$ cat config.mk
export PLATFORM = sky130hd
export DESIGN_NAME = instr_mem_loader
export DESIGN_NICKNAME = d
export VERILOG_FILES = /design/src/rtl/cpu_pkg.sv /design/src/rtl/word_assembler.sv /design/src/rtl/instr_mem_loader.sv
export SDC_FILE = /design/constraint.sdc
export NUM_CORES = 1
export LEC_CHECK = 0
export ABC_AREA = 1
export ABC_CLOCK_PERIOD_IN_PS = 5800
export CAP_MARGIN = 20
export CORE_MARGIN = 2
export CORE_UTILIZATION = 50
export CTS_CLUSTER_DIAMETER = 100
export DETAILED_ROUTE_END_ITERATION = 16
export PLACE_DENSITY = 0.81
export SYNTH_ARGS = -nofsm -noshare
export SYNTH_HDL_FRONTEND = slang
export SYNTH_HIERARCHICAL = 1
export SYNTH_SLANG_ARGS = --single-unit
$ cat constraint.sdc
create_clock -name clk -period 5.8 [get_ports clk]
set_input_delay 0.58 -clock clk [delete_from_list [all_inputs] [get_ports clk]]
set_output_delay 0.58 -clock clk [all_outputs]
set_load 0.02 [all_outputs]
$ cat src/rtl/cpu_pkg.sv
// Shared types for the boot-time instruction memory loader.
package cpu_pkg;

  localparam int WORD_BYTES = 4;
  localparam int WORD_BITS  = WORD_BYTES * 8;

  typedef enum logic [2:0] {
    LEN0  = 3'd0,
    LEN1  = 3'd1,
    DATA  = 3'd2,
    WRITE = 3'd3,
    DONE  = 3'd4,
    ERR   = 3'd5
  } loader_state_t;

endpackage

$ cat src/rtl/word_assembler.sv
// Collects four stream bytes into one little-endian instruction word.
// word presents the register contents with the current byte already inserted,
// so the parent can capture a complete word on the edge of the 4th transfer.
module word_assembler
  import cpu_pkg::*;
(
  input  logic                 clk,
  input  logic                 rst,
  input  logic                 clear,
  input  logic                 shift_en,
  input  logic [7:0]           byte_data,
  output logic [WORD_BITS-1:0] word,
  output logic                 word_full
);

  logic [1:0]           byte_cnt_r;
  logic [WORD_BITS-1:0] word_r;
  logic [WORD_BITS-1:0] word_next_s;

  // Insert the incoming byte at the lane selected by the byte counter.
  always_comb begin
    word_next_s = word_r;
    if (shift_en) begin
      word_next_s[{byte_cnt_r, 3'b000} +: 8] = byte_data;
    end else begin
      word_next_s = word_r;
    end
  end

  assign word      = word_next_s;
  assign word_full = shift_en && (byte_cnt_r == 2'd3);

  // Byte counter (wraps after the 4th byte) and partial word storage.
  always_ff @(posedge clk or negedge rst) begin
    if (!rst) begin
      byte_cnt_r <= 2'd0;
      word_r     <= '0;
    end else if (clear) begin
      byte_cnt_r <= 2'd0;
      word_r     <= '0;
    end else if (shift_en) begin
      byte_cnt_r <= byte_cnt_r + 2'd1;
      word_r     <= word_next_s;
    end else begin
      byte_cnt_r <= byte_cnt_r;
      word_r     <= word_r;
    end
  end

endmodule

$ cat src/rtl/instr_mem_loader.sv
// Boot loader: reads a 16-bit word count and that many LE words from a byte
// stream, writes them into instruction memory, and holds the CPU in reset
// until the whole program is present.
module instr_mem_loader
  import cpu_pkg::*;
#(
  parameter int                    DATA_WIDTH  = 32,
  parameter int                    DEPTH_WORDS = 256,
  parameter logic [DATA_WIDTH-1:0] BASE_ADDR   = 32'h0000_0000
) (
  input  logic                  clk,
  input  logic                  rst,
  input  logic                  byte_valid,
  input  logic [7:0]            byte_data,
  output logic                  byte_ready,
  input  logic                  reload,
  output logic                  mem_we,
  output logic [DATA_WIDTH-1:0] mem_addr,
  output logic [DATA_WIDTH-1:0] mem_wdata,
  output logic                  cpu_hold,
  output logic                  done,
  output logic                  err
);

  localparam logic [16:0] DEPTH_LIM = 17'(DEPTH_WORDS);

  loader_state_t         state_r, next_state_s;
  logic [15:0]           count_r, word_idx_r;
  logic [15:0]           count_s;
  logic [WORD_BITS-1:0]  word_s;
  logic                  word_full_s;
  logic                  transfer_s, reload_s, shift_en_s, last_word_s;
  logic                  byte_ready_r, mem_we_r, cpu_hold_r, done_r, err_r;
  logic [DATA_WIDTH-1:0] mem_addr_r, mem_wdata_r;

  // byte_ready_r always mirrors the current state, so it gates transfers.
  assign transfer_s  = byte_valid && byte_ready_r;
  assign reload_s    = reload && ((state_r == DONE) || (state_r == ERR));
  assign shift_en_s  = transfer_s && (state_r == DATA);
  assign count_s     = {byte_data, count_r[7:0]};
  assign last_word_s = ((word_idx_r + 16'd1) == count_r);

  word_assembler u_word_assembler (
    .clk       (clk),
    .rst       (rst),
    .clear     (reload_s),
    .shift_en  (shift_en_s),
    .byte_data (byte_data),
    .word      (word_s),
    .word_full (word_full_s)
  );

  // Next-state decode of the load sequence.
  always_comb begin
    next_state_s = state_r;
    case (state_r)
      LEN0: begin
        if (transfer_s) next_state_s = LEN1;
        else            next_state_s = LEN0;
      end
      LEN1: begin
        if (!transfer_s)                       next_state_s = LEN1;
        else if (count_s == 16'd0)             next_state_s = DONE;
        else if ({1'b0, count_s} > DEPTH_LIM)  next_state_s = ERR;
        else                                   next_state_s = DATA;
      end
      DATA: begin
        if (word_full_s) next_state_s = WRITE;
        else             next_state_s = DATA;
      end
      WRITE: begin
        if (last_word_s) next_state_s = DONE;
        else             next_state_s = DATA;
      end
      DONE: begin
        if (reload) next_state_s = LEN0;
        else        next_state_s = DONE;
      end
      ERR: begin
        if (reload) next_state_s = LEN0;
        else        next_state_s = ERR;
      end
      default: next_state_s = LEN0;
    endcase
  end

  // State register.
  always_ff @(posedge clk or negedge rst) begin
    if (!rst) state_r <= LEN0;
    else      state_r <= next_state_s;
  end

  // Word count capture and written-word index.
  always_ff @(posedge clk or negedge rst) begin
    if (!rst) begin
      count_r    <= 16'd0;
      word_idx_r <= 16'd0;
    end else if (reload_s) begin
      count_r    <= 16'd0;
      word_idx_r <= 16'd0;
    end else begin
      if (transfer_s && (state_r == LEN0))      count_r[7:0]  <= byte_data;
      else if (transfer_s && (state_r == LEN1)) count_r[15:8] <= byte_data;
      else                                      count_r       <= count_r;
      if (state_r == WRITE) word_idx_r <= word_idx_r + 16'd1;
      else                  word_idx_r <= word_idx_r;
    end
  end

  // Registered outputs decoded from the state being entered.
  always_ff @(posedge clk or negedge rst) begin
    if (!rst) begin
      byte_ready_r <= 1'b1;
      mem_we_r     <= 1'b0;
      mem_addr_r   <= BASE_ADDR;
      mem_wdata_r  <= '0;
      cpu_hold_r   <= 1'b1;
      done_r       <= 1'b0;
      err_r        <= 1'b0;
    end else begin
      byte_ready_r <= (next_state_s == LEN0) || (next_state_s == LEN1) ||
                      (next_state_s == DATA);
      mem_we_r     <= (next_state_s == WRITE);
      cpu_hold_r   <= (next_state_s != DONE);
      done_r       <= (next_state_s == DONE);
      err_r        <= (next_state_s == ERR);
      if (next_state_s == WRITE) begin
        mem_addr_r  <= BASE_ADDR + (DATA_WIDTH'(word_idx_r) << 2'd2);
        mem_wdata_r <= DATA_WIDTH'(word_s);
      end else begin
        mem_addr_r  <= mem_addr_r;
        mem_wdata_r <= mem_wdata_r;
      end
    end
  end

  assign byte_ready = byte_ready_r;
  assign mem_we     = mem_we_r;
  assign mem_addr   = mem_addr_r;
  assign mem_wdata  = mem_wdata_r;
  assign cpu_hold   = cpu_hold_r;
  assign done       = done_r;
  assign err        = err_r;

endmodule
After elaboration in Yosys (flattened, before gate mapping). Index checks and enable logic that the tools add are counted.

$add $sub $neg: 3. $mul: 0. Div/mod/pow operators: 0. Magnitude comparators: 1. Equality and inequality tests: 14. Shift operators: 2. Multiplexer cells: 21. Bitwise operators: 0. Reductions and logical operators: 17.

Operators by type and width (count): $mux 32 (3); $mux 16 (3); $bwmux 32 (1); $shift 8x7->32 const A (1); $shiftx 8x7->32 (1); $mux 8 (3); $mux 3 (6); $pmux 3 s6 (1); $add 16x1->16 const B (1); $eq 16x16->1 (1); $gt 16x9->1 const B (1); $logic_not 16->1 (1); $eq 3x2->1 const B (4); $eq 3x3->1 const B (4); $reduce_bool 2->1 (4); $neg 5->7 (1); $eq 3x1->1 const B (2); $logic_and 1x1->1 (6); $logic_not 3->1 (2); $mux 2 (2); $logic_or 1x1->1 (3); $ne 3x3->1 const B (1); $add 2x1->2 const B (1); $eq 2x2->1 const B (1); 3 further kinds (4).

Register bits after elaboration: 122. Bits in latches: 0. RAM bits: 0. Bits in read-only memories: 0. Output and inout bits: 69. Word-level logic and storage cells: 71. Memories kept: 0.

Logic depth before layout (Yosys ltp).
Depth after elaboration: 8. Depth in mapped cells: 16.

Hierarchy. The synthesis kept the hierarchy.

By module, submodules not included: instr_mem_loader (times used 1, cells an instance 572, area an instance 4315.4 um^2, sequential area each 2204.6 um^2); word_assembler (times used 1, cells an instance 248, area an instance 1796.7 um^2, sequential area each 850.8 um^2).

Least setup slack after synthesis. OpenSTA, ideal clock, no wires.

Path kind: flip-flop to flip-flop. Start point: register byte_ready_r, in the netlist byte_ready. End point: register mem_wdata_r[10], in the netlist mem_wdata[10]. Data arrival time: 1.865 ns. Slack: 3.870 ns. Stages on the path, launching flop included: 11. Buffers on the path: 2. Clock period less this slack: 1.930 ns. Path through: dfstp_2 > nand2_1 > nor2_1 > buf_6 > nand2_4 > inv_1 > nand3_1 > clkinv_1 > clkbuf_1 > nand2_1 > nand2_1.

Word-level cells in the longest chain between the ends: 6. Elaborated cells on any way between the ends: 9. Classes of those cells: eq/ne (1); mux (5); reduce/logical (3).

Ends and longest elaborated chain: start: declaration (line instr_mem_loader.sv:33) `logic byte_ready_r, mem_we_r, cpu_hold_r, done_r, err_r;`; start signal: assignment (line instr_mem_loader.sv:121) `byte_ready_r <= (next_state_s == LEN0) || (next_state_s == LEN1) ||`; $logic_and 1x1->1 (line instr_mem_loader.sv:37) `assign transfer_s = byte_valid && byte_ready_r;`; $logic_and 1x1->1 (line instr_mem_loader.sv:39) `assign shift_en_s = transfer_s && (state_r == DATA);`; via shift_en_s (line instr_mem_loader.sv:32) `logic transfer_s, reload_s, shift_en_s, last_word_s;`; $logic_and 1x1->1 (line word_assembler.sv:31) `assign word_full = shift_en && (byte_cnt_r == 2'd3);`; via word_full_s (line instr_mem_loader.sv:31) `logic word_full_s;`; $mux 1 (line instr_mem_loader.sv:68) `if (word_full_s) next_state_s = WRITE;`; $pmux 3 s6 (line instr_mem_loader.sv:56) `case (state_r)`; $eq 3x2->1 (line instr_mem_loader.sv:127) `if (next_state_s == WRITE) begin`; end signal: assignment (line instr_mem_loader.sv:129) `mem_wdata_r <= DATA_WIDTH'(word_s);`; end signal: assignment (line instr_mem_loader.sv:132) `mem_wdata_r <= mem_wdata_r;`; end: declaration (line instr_mem_loader.sv:34) `logic [DATA_WIDTH-1:0] mem_addr_r, mem_wdata_r;`.

The timed path passes the listed nets, and every way through them passes these cells. A chain may end at the register's enable or synchronous reset.

Final worst setup path.
Start point: register state_r[2]. End point: register cpu_hold_r, in the netlist cpu_hold.

Word-level cells in the longest chain between the ends: 6. Elaborated cells on any way between the ends: 11. Classes of those cells: eq/ne (6); mux (2); reduce/logical (3).

Ends and longest elaborated chain: start: declaration (line instr_mem_loader.sv:27) `loader_state_t state_r, next_state_s;`; start signal: assignment (line instr_mem_loader.sv:90) `else state_r <= next_state_s;`; $eq 3x2->1 (line instr_mem_loader.sv:39); $logic_and 1x1->1 (line instr_mem_loader.sv:39); via shift_en_s (line instr_mem_loader.sv:32); $logic_and 1x1->1 (line word_assembler.sv:31); via word_full_s (line instr_mem_loader.sv:31); $mux 1 (line instr_mem_loader.sv:68); $pmux 3 s6 (line instr_mem_loader.sv:56); via next_state_s[0] (line instr_mem_loader.sv:27); $ne 3x3->1 (line instr_mem_loader.sv:124) `cpu_hold_r <= (next_state_s != DONE);`; end signal: assignment (line instr_mem_loader.sv:124); end: declaration (line instr_mem_loader.sv:33).

The timed path passes the listed nets, and every way through them passes these cells.

==> results_dict.tcl <==
set metrics [dict create \
    status "complete, no violations" \
    yosysUniqueCellTypes 30 \
    via_per_inst 5.17 \
    relSlewSlack 0.342 \
    core_area_mm2 0.0120 \
    via_count 5398 \
    whs_ns 0.229 \
    drv_cap 0 \
    wl_mm 14.4 \
    post-route-drc-count 0 \
    clock_latency_ns 0.43 \
    io_pins 81 \
    synth-seq-area-share 0.500 \
    worstSetupEndpointType "flip-flop" \
    clockBufferDepth 2 \
    die_x_um 115 \
    fin_skew_ns 0.0114 \
    place_inst 1013 \
    n_antenna_cell 0 \
    portBuffers 64 \
    setup.reg_to_reg.worst_slack_ns 3.01 \
    cpMostUsedCell "nor2_1" \
    cts_setup_buffers 0 \
    setup_tns_ns 0 \
    cts_root_buffer "clkbuf_16" \
    cp.required_ns 6.16 \
    power.share.sequential 0.393 \
    cp_data_arrival_time_ns 3.15 \
    comb_power_share 0.186 \
    rsz0062_at_grt "false" \
    finalHoldViolations 0 \
    synth_edf_count 0 \
    critPathMaxStageDelay_ns 0.59 \
    grt_max_degree 66 \
    fin_crit_ns 2.79 \
    post_cts_resized 0 \
    grt_pass1_wl_mm 24.2 \
    postCtsHoldBufs 0 \
    post_drt_wl_per_cell_um 13.7 \
    r2r_end "cpu_hold" \
    power.internal_uw 1740 \
    first_global_vias 5115 \
    p_sw_uw 811 \
    rr_worst_depth 11 \
    initial_utilization 0.511 \
    die_y_um 115 \
    ir_drop_mv 0.201 \
    start_kind "flip-flop" \
    tritoncts "yes" \
    power.leakage_uw 0.00393 \
    clk_pin_slew_worst_paths_ns 0.06 \
    yosysWarnings 6 \
    drive_above_1_share 0.0646 \
    ys.flop_type "dfrtp_1" \
    area_growth_pct 21.4 \
    synth_area_mm2 0.00611 \
    grt_overflow_total 0 \
    r2r_start "state_r[2]" \
    fin_nets 903 \
    drtPass1Iterations 5 \
    fp-row-count 40 \
    cp_max_fo 36 \
    track_usage 0.234 \
    worst_slew_pin_slew_ns 0.981 \
    synth_cells 820 \
    finalCritPeriodShare 0.481 \
    p_sw_frac 0.318 \
    cts_sinks 122 \
    antenna_found_initial 0 \
    dp_hpwl_mm 9.94 \
    synth-seq-cells 122 \
    htree_levels 4 \
    syn_area_per_cell_um2 7.45 \
    place_congestion 0.927 \
    async_flop_share 1.00 \
    finalSetupViolCount 0 \
    cts_buffers 17 \
    clkPwrFrac 0.421 \
    max_freq_ghz 0.359 \
    criticalPathCategory "reg2reg" \
    ant_nets 0 \
    dieArea_mm2 0.0131 \
    p_per_area_mw_per_mm2 344 \
    worst_path_max_delay_cell "nor2_1" \
    path_cells "nor2_1 -> nand2_1 -> nor2_1 -> nand2_4 -> inv_1 -> nand3_2 -> clkinv_1 -> nor2_1 -> inv_1 -> nor2_2 -> nand2_1" \
    slew_viol_final 0 \
    finalNonFillerCells 1045 \
    hold_path_class "in2async" \
    drt_iter0_drc 353 \
]
[power groups by stage]
| stage | clock (uW) | sequential [uW] | combinational, uW |
|---|---|---|---|
| floorplan | 0 | 1010 | 334 |
| global placement | 0 | 1020 | 453 |
| detailed placement | 0 | 1020 | 468 |
| CTS | 1090 | 1000 | 474 |
| global route | 1120 | 1020 | 539 |
| finish | 1070 | 1000 | 474 |
[per-stage QoR]
step,utilization,worst slack [ns],power (uW),cell area (um2)
floorplan,-,3.87,1340,6170
global placement,0.569,2.68,1470,6810
detailed placement,0.569,2.64,1480,6810
CTS,0.620,2.96,2560,7420
global route,0.620,2.61,2680,7420
finish,0.620,3.01,2550,7420
[critical path, delay by kind of cell, from the launching register on]
family | cells | cell delay [ns]
and+or+nand+nor | 8 | 1.52
buffers and inverters | 3 | 0.78
DFF | 1 | 0.44
[cell type report]
| class | instances | area (um2) |
|---|---|---|
| multi-input cells | 597 | 2610 |
| flip-flops and latches | 122 | 3060 |
| repair buffers | 67 | 661 |
| clock buffers | 17 | 425 |
| well taps | 147 | 184 |
| inverters | 80 | 300 |
| clock inverters | 15 | 181 |
| fillers | 1018 | 4540 |
[placed cells by master (no fill, tap or decap)]
cell	Yosys	layout
nor4_1	2	2
ha_1	6	6
nand3_2	0	1
conb_1	1	16
inv_6	0	5
inv_8	0	3
a22oi_1	1	1
nor3_2	0	1
nor2_4	5	5
nand3b_1	1	1
clkinv_4	0	5
nor2_2	4	4
o21ai_0	38	38
clkinv_1	2	2
a21oi_1	26	26
nand2_4	3	3
clkdlybuf4s50_1	0	63
nand3_1	48	47
o22ai_1	13	13
nor3_1	5	4
inv_2	1	1
nand2_2	4	4
clkbuf_16	0	17
nand4_1	9	9
or2_2	1	1
dfrtp_1	120	120
bufinv_16	0	2
buf_4	18	4
o21ai_1	1	1
nand2_1	335	335
o21a_1	1	1
nor2_1	77	77
xor2_1	1	1
inv_1	77	77
dfstp_2	2	2
[kinds of logic (layout without fill, tap and decap cells)]
| kind of cell | count (synthesis) | after routing | synth area share |
|---|---|---|---|
| other | 1 | 16 | 0.000614 |
| AO/OA/AOI/OAI | 80 | 80 | 0.0690 |
| AND/OR/NAND/NOR | 494 | 494 | 0.333 |
| XOR/XNOR | 1 | 1 | 0.00143 |
| adder cells (fa/ha/maj) | 6 | 6 | 0.0123 |
| flip-flops | 122 | 122 | 0.500 |
| buffers and inverters | 116 | 179 | 0.0839 |
[worst max path at each step]
| stage | startpoint | end | slack, ns |
|---|---|---|---|
| 2_1_floorplan | byte_ready | mem_wdata[10] | 3.87 |
| 3_3_place_gp | byte_valid | cpu_hold | 2.68 |
| 3_5_place_dp | byte_valid | cpu_hold | 2.64 |
| 4_1_cts | byte_valid | cpu_hold | 2.96 |
| 5_1_grt | state_r[2] | cpu_hold | 2.61 |
| 6_report | state_r[2] | cpu_hold | 3.01 |
[layer usage]
metal / vias to the layer above / GRT usage / wire length [um]
met5: - / 0 / 0
met4: 0 / 0.0748 / 283
met3: 32 / 0.0572 / 794
met2: 166 / 0.372 / 6830
met1: 2529 / 0.318 / 6450
li1: 2671 / - / -
[sequential cells by signal, indices dropped and copies added (netlist names), 2 cells and up]
signal / flops
u_word_assembler/byte_cnt_r: 2
state_r: 3
count_r: 16
mem_wdata: 32
u_word_assembler/word_r: 32
mem_addr: 16
word_idx_r: 16
[synth_stat cells, types with 6 or more instances]
| library cell | instances | area, um2 |
|---|---|---|
| nand4_1 | 9 | 56.3 |
| inv_1 | 77 | 289 |
| a21oi_1 | 26 | 130 |
| nor2_1 | 77 | 289 |
| dfrtp_1 | 120 | 3000 |
| buf_4 | 18 | 135 |
| o22ai_1 | 13 | 81.3 |
| nand2_1 | 335 | 1260 |
| o21ai_0 | 38 | 190 |
| ha_1 | 6 | 75.1 |
| clkbuf_1 | 15 | 56.3 |
| nand3_1 | 48 | 240 |
Note: power is estimated with default switching activity, not from simulation.
